### config.mk
export PLATFORM = sky130hd
export DESIGN_NAME = pdm_mic_if
export DESIGN_NICKNAME = d
export VERILOG_FILES = /design/src/rtl/wakey_wakey_pkg.sv /design/src/rtl/sync_2ff.sv /design/src/rtl/pdm_mic_if.sv
export SDC_FILE = /design/constraint.sdc
export NUM_CORES = 1
export LEC_CHECK = 0
export BUFFER_PORTS_ARGS = -buffer_cell sky130_fd_sc_hd__buf_2
export CORE_MARGIN = 2
export CORE_UTILIZATION = 47
export CTS_CLUSTER_DIAMETER = 30
export DETAILED_ROUTE_END_ITERATION = 12
export HOLD_SLACK_MARGIN = 0.05
export PLACE_DENSITY = 0.63
export SLEW_MARGIN = 25
export SYNTH_ARGS = -nofsm -noshare
export SYNTH_HDL_FRONTEND = slang
export SYNTH_SLANG_ARGS = --single-unit
### constraint.sdc
create_clock -name clk_i -period 1.7 [get_ports clk_i]
set_clock_uncertainty 0.1 [all_clocks]
set_input_delay 0.34 -clock clk_i [delete_from_list [all_inputs] [get_ports clk_i]]
set_output_delay 0.34 -clock clk_i [all_outputs]
set_load 0.05 [all_outputs]
### src/rtl/wakey_wakey_pkg.sv
// Shared definitions for the wakey_wakey audio front end: PDM interface
// state encodings and the default rate constants also used by the DFE.
package wakey_wakey_pkg;

  typedef enum logic [1:0] {
    IDLE   = 2'd0,
    WARMUP = 2'd1,
    RUN    = 2'd2,
    STOP   = 2'd3
  } pdm_state_e;

  localparam int unsigned PDM_CLK_DIV       = 8;
  localparam int unsigned PDM_WARMUP_CYCLES = 1024;

endpackage

### src/rtl/sync_2ff.sv
// Two-flop synchroniser for a single asynchronous input bit.
module sync_2ff (
  input  logic clk,
  input  logic rst_n,
  input  logic d,
  output logic q
);

  logic meta;

  // First stage may go metastable; second stage gives a settled level.
  always_ff @(posedge clk or negedge rst_n) begin
    if (!rst_n) begin
      meta <= 1'b0;
      q    <= 1'b0;
    end else begin
      meta <= d;
      q    <= meta;
    end
  end

endmodule

### src/rtl/pdm_mic_if.sv
// PDM microphone front end: gates the mic clock on external VAD, discards
// the mic start-up transient, and emits one sampled bit per mic-clock period.
module pdm_mic_if
  import wakey_wakey_pkg::*;
#(
  parameter int unsigned CLK_DIV       = PDM_CLK_DIV,
  parameter int unsigned SAMPLE_PHASE  = 7,
  parameter int unsigned WARMUP_CYCLES = PDM_WARMUP_CYCLES
) (
  input  logic clk_i,
  input  logic rst_n_i,
  input  logic pdm_data_i,
  input  logic vad_i,
  output logic pdm_clk_o,
  output logic pdm_bit_o,
  output logic pdm_valid_o,
  output logic active_o
);

  localparam int unsigned DIV_W = $clog2(CLK_DIV);
  localparam int unsigned WU_W  = (WARMUP_CYCLES > 0) ? $clog2(WARMUP_CYCLES + 1) : 1;

  localparam logic [DIV_W-1:0] DIV_LAST  = DIV_W'(CLK_DIV - 1);
  localparam logic [DIV_W-1:0] DIV_HALF  = DIV_W'(CLK_DIV / 2);
  localparam logic [DIV_W-1:0] SAMPLE_AT = DIV_W'(SAMPLE_PHASE);
  localparam logic [WU_W-1:0]  WU_LAST   = WU_W'((WARMUP_CYCLES > 0) ? WARMUP_CYCLES - 1 : 0);

  if ((CLK_DIV % 2) != 0 || CLK_DIV < 4 || SAMPLE_PHASE >= CLK_DIV) begin : g_bad_params
    $error("pdm_mic_if: CLK_DIV must be even and >= 4, SAMPLE_PHASE must be < CLK_DIV");
  end

  logic vad_s;
  logic dat_s;

  sync_2ff u_sync_vad (
    .clk   (clk_i),
    .rst_n (rst_n_i),
    .d     (vad_i),
    .q     (vad_s)
  );

  sync_2ff u_sync_dat (
    .clk   (clk_i),
    .rst_n (rst_n_i),
    .d     (pdm_data_i),
    .q     (dat_s)
  );

  pdm_state_e       state_q, state_d;
  logic [DIV_W-1:0] div_q, div_d;
  logic [WU_W-1:0]  wu_q, wu_d;
  logic             period_end;
  logic             clk_d;
  logic             capture;

  assign period_end = (div_q == DIV_LAST);

  // Next-state, counter and output-decode logic.
  always_comb begin
    state_d = state_q;
    div_d   = div_q;
    wu_d    = wu_q;
    clk_d   = 1'b0;
    capture = 1'b0;

    unique case (state_q)
      IDLE: begin
        if (vad_s) state_d = (WARMUP_CYCLES > 0) ? WARMUP : RUN;
      end
      WARMUP: begin
        if (!vad_s)                          state_d = STOP;
        else if (period_end && wu_q == WU_LAST) state_d = RUN;
      end
      RUN: begin
        if (!vad_s) state_d = STOP;
      end
      STOP: begin
        if (period_end) state_d = IDLE;
      end
      default: state_d = IDLE;
    endcase

    // A fresh start holds div at 0 for its first cycle so the first high
    // phase is full length; the clock is decoded from next-state values so
    // the registered pin lines up exactly with the period counter.
    if (state_q == IDLE || state_d == IDLE) div_d = '0;
    else if (period_end)                     div_d = '0;
    else                                     div_d = div_q + 1'b1;

    if (state_q != WARMUP)                 wu_d = '0;
    else if (period_end && wu_q != '1)     wu_d = wu_q + 1'b1;

    clk_d   = (state_d != IDLE) && (div_d < DIV_HALF);
    capture = (state_q == RUN) && (div_q == SAMPLE_AT);
  end

  // FSM state and counter registers.
  always_ff @(posedge clk_i or negedge rst_n_i) begin
    if (!rst_n_i) begin
      state_q <= IDLE;
      div_q   <= '0;
      wu_q    <= '0;
    end else begin
      state_q <= state_d;
      div_q   <= div_d;
      wu_q    <= wu_d;
    end
  end

  // Registered outputs: glitch-free mic clock, capture strobe and activity flag.
  always_ff @(posedge clk_i or negedge rst_n_i) begin
    if (!rst_n_i) begin
      pdm_clk_o   <= 1'b0;
      pdm_bit_o   <= 1'b0;
      pdm_valid_o <= 1'b0;
      active_o    <= 1'b0;
    end else begin
      pdm_clk_o   <= clk_d;
      pdm_valid_o <= capture;
      active_o    <= (state_d != IDLE);
      if (capture) pdm_bit_o <= dat_s;
    end
  end

endmodule

==> qor.tcl, run 1 <==
set qor(worst_setup_sp) {div_q[1]}
set qor(clk_pin_slew_ps) 130
set qor(ios) 8
set qor(final.min_clock_period_ps) 1640
set qor(final_routed_wirelength_um) 2050
set qor(p_switching_uw) 580
set qor(drt_first_pass_iters) 4
set qor(grt_max_degree) 25
set qor(hpwl_um) 1430
set qor(yosysSeqAreaShare_pct) 53.5
set qor(chipHeight_um) 52.9
set qor(worst_hold_startpoint) {u_sync_vad.meta}
set qor(synth_top_area_cell) {dfrtp_1}
set qor(drt_iter0_drc) 19
set qor(finalCoreUtilization_pct) 58.2
set qor(drive_above_1_share_pct) 22.9
set qor(nNetsFinal) 126
set qor(worstPathMaxFanout) 4
set qor(globalRoute.totalOverflow) 0
set qor(reg2reg_from) {div_q[1]}
set qor(synth-seq-cells) 24
set qor(cp.arrival_ps) 1800
set qor(grt_pass1_wl_um) 3710
set qor(vias_per_cell) 5.53
set qor(sequentialPowerShare_pct) 43.7
set qor(postSynthAreaPerCell_um2) 10.7
set qor(setup_viol) 0
set qor(place_congestion) 0.767
set qor(gate_power_share_pct) 32.4
set qor(final-instance-count-excl-fill) 146
set qor(port-buffer-count) 7
set qor(core-area_um2) 2230
set qor(path_buf_inv) 0
set qor(final_min_period_over_clock_period_pct) 96.4
set qor(synth.net_count) 112
set qor(drv_slew) 0
set qor(synth_top_area_share_pct) 53.5
set qor(detailroute.via_count) 808
set qor(grt_setup_unrepaired) {yes}
set qor(dp.cells) 139
set qor(ir_worst_vdd_mv) 0.949
set qor(timing.slew.headroom_pct) 63.6
set qor(synthesis.yosys.warnings) 0
set qor(cts-buffers-inserted) 3
set qor(max_clock_freq_mhz) 610
set qor(critical_path.cell_chain) {ha_4, ha_4, and4_4, o21ai_2, or4_1, nand2_1}
set qor(worstSetupEndpointType) {register}
set qor(via_count_of_the_first_global_routing_pass) 830
set qor(synth_enable_flop_cells) 0
set qor(start_util_pct) 50.3
set qor(netlist_area_before_placement_um2) 1120
set qor(critical-path-top-delay-family) {simple AND/OR/NAND/NOR gates}
set qor(most_used_flip_flop_cell_after_synthesis) {dfrtp_1}
set qor(slowest_stage) {dfrtp_1}
set qor(setup.worst_path.start_class) {register}
set qor(layout_common_cells) {dfrtp_1, nand2_1, nor2_1, nand3_1, buf_2}
set qor(num_rows) 17
set qor(area.growth.synth_to_final_pct) 15.7
set qor(drc) 0
set qor(worst_path_largest_cell_delay_ps) 410
set qor(netlist-cell-type-count) 40
set qor(timing.final.hold_violations) 0
set qor(hold_path.class) {register to register}
set qor(grt_use_total_pct) 18.9
set qor(final_common_cell) {dfrtp_1}
set qor(post_cts.repair.setup_buffers) 0
set qor(max-clock-path-buffers) 2
set qor(ys_async_sr_fraction_pct) 100
set qor(cts.sink_count) 24
set qor(floorplan.die.width_um) 52.9
set qor(max_cap_violations) 0
set qor(crit_required_ps) 1860
set qor(grt_antenna_before_repair) 0
set qor(dieArea_um2) 2790
set qor(synth_area_leaders) {dfrtp_1, nand2_1, nand3_1}
set qor(power.share.clock_pct) 24.0
set qor(timing_worst_setup_path_type) {register to register}
set qor(worst_pin_slew_ps) 546
set qor(internal_power_mw) 1.14
set qor(antennaDiodeCount) 0
set qor(hold-worst-slack_ps) 265
set qor(p_leak_nw) 0.574
set qor(clk_latency_ps) 310
set qor(cts-root-buf) {clkbuf_4}
set qor(synth_cells) 105
set qor(cpMostUsedCell) {ha_4}
set qor(htreeDepth) 1
set qor(cts_tree) {built}
set qor(ant_nets) 0
set qor(run_status) {finished, final reports clean}
set qor(routed_wire_length_per_instance_um) 14.0
set qor(swShare_pct) 33.7
set qor(cellPowerDensity_nw_per_um2) 1330
## per-stage QoR
step	setup slack, ps	power [mW]	cell area [um^2]	setup TNS (ps)
after floorplan	115	1.14	1120	0
after global placement	55.3	1.24	1190	0
after detailed placement	20.0	1.26	1190	0
after CTS	16.4	1.69	1270	0
after global routing	-27.4	1.83	1300	-43.4
final	60.5	1.72	1300	0
## worst paths after layout
kind	end	slack (ps)	cells past startpoint
setup / recovery	wu_q[6]	60	6
min in group asynchronous	active_o	420	2
setup reg to reg	wu_q[6]	60	6
hold reg to reg	u_sync_vad.q	270	0
hold / removal	u_sync_vad.q	270	0
max in group asynchronous	wu_q[4]	720	2
## cell usage after synthesis (all sizes together), types with 2 or more instances
library cell,number
inv,2
nand4,2
o21ai,4
xor2,2
and3,3
a31oi,3
o31ai,2
clkbuf,2
nor2,10
nor3,3
nand2,12
nand3,8
buf,3
and4,2
a21oi,3
dfrtp,24
ha,3
## power groups by stage
stage	Combinational (mW)	Sequential [mW]	Clock [mW]
5_1_grt	0.612	0.770	0.451
3_5_place_dp	0.509	0.748	0
2_1_floorplan	0.315	0.825	0
6_report	0.557	0.752	0.412
3_3_place_gp	0.500	0.744	0
4_1_cts	0.526	0.736	0.424
## layout make-up
cell class / instances / area [um^2]
clock buffers: 3 / 22.5
inverters: 2 / 7.51
multi-input cells: 74 / 508
well taps: 28 / 35.0
fillers: 200 / 935
repair buffers: 14 / 95.1
flip-flops and latches: 24 / 601
clock inverters: 1 / 30.0
## cell families after synthesis
group,synth area share [%]
fa+ha+maj,3.34
flops,53.5
xor+xnor,1.56
compound gates,14.5
simple gates,22.2
mux,1.00
buf+inv,3.90
## timing repair
item                                   in CTS  in global routing
setup endpoints to repair                   1                  6
pin swaps                                   0                  2
gates cloned                                0                  0
resized for setup                           1                  5
hold buffers                                3                  0
endpoints found under the hold margin      26                  0
## sequential cells by signal, indices dropped and copies added, names as in the netlist
| register | cells |
|---|---|
| u_sync_vad.q | 1 |
| wu_q | 11 |
| u_sync_vad.meta | 1 |
| state_q | 2 |
| u_sync_dat.meta | 1 |
| pdm_valid_o | 1 |
| active_o | 1 |
| div_q | 3 |
| u_sync_dat.q | 1 |
| pdm_bit_o | 1 |
| pdm_clk_o | 1 |
## worst reg2reg max path, cell delays in order, from the launching register on
cell and delay [ps]:
dfrtp_1 410, ha_4 160, ha_4 140, and4_4 250, o21ai_2 70, or4_1 390, nand2_1 70
## layer usage
| layer | vias to the layer above | wire [um] | global-route usage, % |
|---|---|---|---|
| li1 | 409 | - | - |
| met1 | 390 | 1040 | 25.5 |
| met2 | 7 | 941 | 28.7 |
| met3 | 2 | 44 | 5.93 |
| met4 | 0 | 17 | 6.41 |
| met5 | - | 0 | 0 |
Power figures use the tool's default switching activity.
==> run 2, diff against run 1 <==
--- a/config.mk
+++ b/config.mk
@@ -5,6 +5,7 @@
 export SDC_FILE = /design/constraint.sdc
 export NUM_CORES = 1
 export LEC_CHECK = 0
+export ABC_AREA = 1
 export BUFFER_PORTS_ARGS = -buffer_cell sky130_fd_sc_hd__buf_2
 export CORE_MARGIN = 2
 export CORE_UTILIZATION = 47
==> qor.tcl, run 2 <==
set qor(grt_antenna_before_repair) 0 ;# unchanged
set qor(final_min_period_over_clock_period_pct) 98.0 ;# +1.6 points
set qor(drv_slew) 0 ;# unchanged
set qor(timing.rr.end) {pdm_clk_o}
set qor(drc) 0 ;# unchanged
set qor(via_count_of_the_first_global_routing_pass) 791 ;# -4.7%
set qor(routed_wire_length_per_instance_um) 13.2 ;# -5.9%
set qor(cts_tree) {built}
set qor(ff2ff_setup_slack_ps) 30 ;# -30 ps
set qor(slowest_stage) {dfrtp_1}
set qor(cpMostUsedCell) {nand2_1}
set qor(min_to) {u_sync_vad.q}
set qor(hold_path.class) {register to register}
set qor(crit_required_ps) 1870 ;# about the same
set qor(max_cap_violations) 0 ;# unchanged
set qor(synth_enable_flop_cells) 0 ;# unchanged
set qor(hpwl_um) 1600 ;# +11%
set qor(ios) 8 ;# unchanged
set qor(cellPowerDensity_nw_per_um2) 1370 ;# +3.5%
set qor(max_flop_register) {wu_q}
set qor(cts-buffers-inserted) 3 ;# unchanged
set qor(synth_area_leaders) {dfrtp_1, nand2_1, inv_1}
set qor(setup.worst_path.start_class) {register}
set qor(worst_hold_path.num_cells) 0 ;# unchanged
set qor(critical_path.cell_chain) {ha_2, ha_4, a21oi_2, o21ai_1, and2_1, nand2_1, nand2_1, a2bb2oi_2}
set qor(ys_async_sr_fraction_pct) 100 ;# unchanged
set qor(drive_above_1_share_pct) 24.5 ;# +1.6 points
set qor(worst_hold_startpoint) {u_sync_vad.meta}
set qor(drt_iter0_drc) 30 ;# +11
set qor(synth_common_cells) {nand2_1, dfrtp_1, inv_1, nor2_1, nand3_1}
set qor(gate_power_share_pct) 39.7 ;# +7.3 points
set qor(synth_top_area_cell) {dfrtp_1}
set qor(most_used_flip_flop_cell_after_synthesis) {dfrtp_1}
set qor(timing_worst_setup_path_type) {register to register}
set qor(area.growth.synth_to_final_pct) 21.3
set qor(placed_inst_area_um2) 1240 ;# +4.5%
set qor(cts.sink_count) 24 ;# unchanged
set qor(port-buffer-count) 7 ;# unchanged
set qor(nNetsFinal) 163 ;# +29%
set qor(worst_pin_slew_ps) 521 ;# -25.1 ps
set qor(max-clock-path-buffers) 2 ;# unchanged
set qor(internal_power_mw) 1.18 ;# +3.1%
set qor(timing.slew.headroom_pct) 65.3 ;# +1.7 points
set qor(count_leader_synth) {nand2_1}
set qor(reg2reg_from) {div_q[0]}
set qor(multi_input_area_um2) 520 ;# +2.5%
set qor(min_setup_slack_post_route_ps) 33.7 ;# -26.8 ps
set qor(worst-r2r-cell-count) 8 ;# +2
set qor(clk_pin_slew_ps) 130 ;# about the same
set qor(worstPathMaxFanout) 5 ;# +1
set qor(netlist_area_before_placement_um2) 1150 ;# +2.9%
set qor(htreeDepth) 1 ;# unchanged
set qor(final_routed_wirelength_um) 2410 ;# +18%
set qor(fin_tns_setup_ps) 0 ;# unchanged
set qor(worst-path-stages) 8 ;# +2
set qor(synth_cells) 135 ;# +29%
set qor(synth_top_area_share_pct) 52.0 ;# -1.5 points
set qor(cts-root-buf) {clkbuf_4}
set qor(cp.arrival_ps) 1830 ;# +30 ps
set qor(critical-path-top-delay-family) {flip-flops}
set qor(ff_latch_area_um2) 601 ;# unchanged
set qor(dieArea_um2) 2870 ;# +2.7%
set qor(flip_flop_count_of_the_largest_register_after_layout) 11 ;# unchanged
set qor(start_util_pct) 50.7 ;# +0.49 points
set qor(final_common_cell) {nand2_1}
set qor(yosysSeqAreaShare_pct) 52.0 ;# -1.5 points
set qor(globalRoute.totalOverflow) 0 ;# unchanged
set qor(fill_cells) 185 ;# -7.5%
set qor(antennaDiodeCount) 0 ;# unchanged
set qor(clk_latency_ps) 320 ;# about the same
set qor(timing.final.hold_violations) 0 ;# unchanged
set qor(worst_path_largest_cell_delay_ps) 420 ;# about the same
set qor(core-area_um2) 2280 ;# +1.9%
set qor(synth.net_count) 142 ;# +27%
set qor(grt_pass1_wl_um) 3540 ;# -4.7%
set qor(netlist-cell-type-count) 25 ;# -38%
set qor(p_leak_nw) 0.626 ;# +9.1%
set qor(floorplan.die.width_um) 53.6 ;# +1.3%
set qor(power.share.clock_pct) 21.8 ;# -2.2 points
set qor(path_buf_inv) 0 ;# unchanged
set qor(drt_first_pass_iters) 4 ;# unchanged
set qor(grt_max_degree) 25 ;# unchanged
set qor(worstSetupEndpointType) {register}
set qor(biggestRegsByFlops) {wu_q x11, div_q x3, state_q x2}
set qor(final_cell_area_um2) 1400 ;# +7.9%
set qor(place_congestion) 0.890 ;# +16%
set qor(synthesis.yosys.warnings) 0 ;# unchanged
set qor(run_status) {finished, final reports clean}
set qor(detailroute.via_count) 951 ;# +18%
set qor(swShare_pct) 38.8 ;# +5.1 points
set qor(max_clock_freq_mhz) 600 ;# -1.6%
set qor(postSynthAreaPerCell_um2) 8.55 ;# -20%
set qor(layout_common_cells) {nand2_1, dfrtp_1, inv_1, nor2_1}
set qor(sequentialPowerShare_pct) 38.5 ;# -5.2 points
set qor(ant_nets) 0 ;# unchanged
set qor(chipHeight_um) 53.6 ;# +1.3%
set qor(pre_cts_slack_ps) -47.9 ;# -67.9 ps
set qor(num_rows) 17 ;# unchanged
set qor(grt_use_total_pct) 17.8 ;# -1.1 points
set qor(p_switching_uw) 745 ;# +29%
set qor(final.min_clock_period_ps) 1670 ;# +26.8 ps
set qor(vias_per_cell) 5.20 ;# -6.1%
set qor(setup_viol) 0 ;# unchanged
set qor(ir_worst_vdd_mv) 1.02 ;# +7.7%
set qor(synth-seq-cells) 24 ;# unchanged
## run 2: cell types whose count changed in the layout (fill, tap and decap cells not counted), moves of 3 or more
cell and change:
buf_4 +3, a31oi_1 -3, o21ai_0 +3, inv_1 +17, nor2_1 +3, and3_1 -3, nand2_1 +18, nand4_1 +3
## run 2: per-stage QoR
stage          total power [mW]  hold slack, ps  cells  utilization (%)
4_1_cts                    1.83             274    179             58.4
6_report                   1.92             272    183             61.6
2_1_floorplan              1.23           -55.6    135                -
5_1_grt                    2.03             287    183             61.6
3_5_place_dp               1.39             244    172             54.5
3_3_place_gp               1.37             240    172             54.5
## run 2: per-layer routing
layer / global-route usage, % / vias to the layer above / share of wire [%]
met5: 0 / - / 0
met4: 8.97 / 0 / 2.0
met1: 25.0 / 445 / 48
met3: 3.33 / 7 / 4.2
met2: 26.1 / 26 / 46
li1: - / 473 / -
## run 2: cell type report
type | instances | share of cell area [%]
Clock buffer | 3 | 1.61
Multi-Input combinational cell | 90 | 37.1
Tap cell | 28 | 2.50
Clock inverter | 1 | 2.14
Sequential cell | 24 | 42.9
Inverter | 20 | 5.36
Timing Repair Buffer | 17 | 8.39
## run 2: cell families after synthesis
logic type | count (synthesis) | synth area share [%]
compound gates | 18 | 8.88
buf+inv | 21 | 7.15
flops | 24 | 52.0
simple gates | 67 | 27.0
fa+ha+maj | 3 | 3.25
xor+xnor | 1 | 0.759
mux | 1 | 0.975
## run 2: worst max path at each step
stage,to,slack (ps),start
after floorplan,pdm_clk_o,80,div_q[0]
after global placement,div_q[2],-30,div_q[0]
after detailed placement,div_q[0],-50,div_q[0]
after CTS,pdm_clk_o,10,div_q[0]
after global routing,pdm_clk_o,-40,div_q[0]
final,pdm_clk_o,30,div_q[0]
## run 2: worst register-to-register path: stages, from the launching register on
cell,delay [ps]
dfrtp_1,420
ha_2,220
ha_4,180
a21oi_2,150
o21ai_1,100
and2_1,150
nand2_1,60
nand2_1,100
a2bb2oi_2,130
## run 2: power groups by stage
stage	Clock, mW	Combinational, mW	Sequential (mW)
4_1_cts	0.426	0.674	0.730
6_report	0.419	0.763	0.740
5_1_grt	0.453	0.824	0.752
2_1_floorplan	0	0.383	0.843
3_5_place_dp	0	0.654	0.740
3_3_place_gp	0	0.642	0.732
## run 2: what timing repair did
| action | in CTS | in global routing |
|---|---|---|
| pin swaps | 0 | 4 |
| endpoints found under the hold margin | 26 | 0 |
| gates resized for setup | 2 | 11 |
| endpoints found under the setup margin | 4 | 12 |
| buffers inserted | 0 | 4 |
| hold buffers | 3 | 0 |
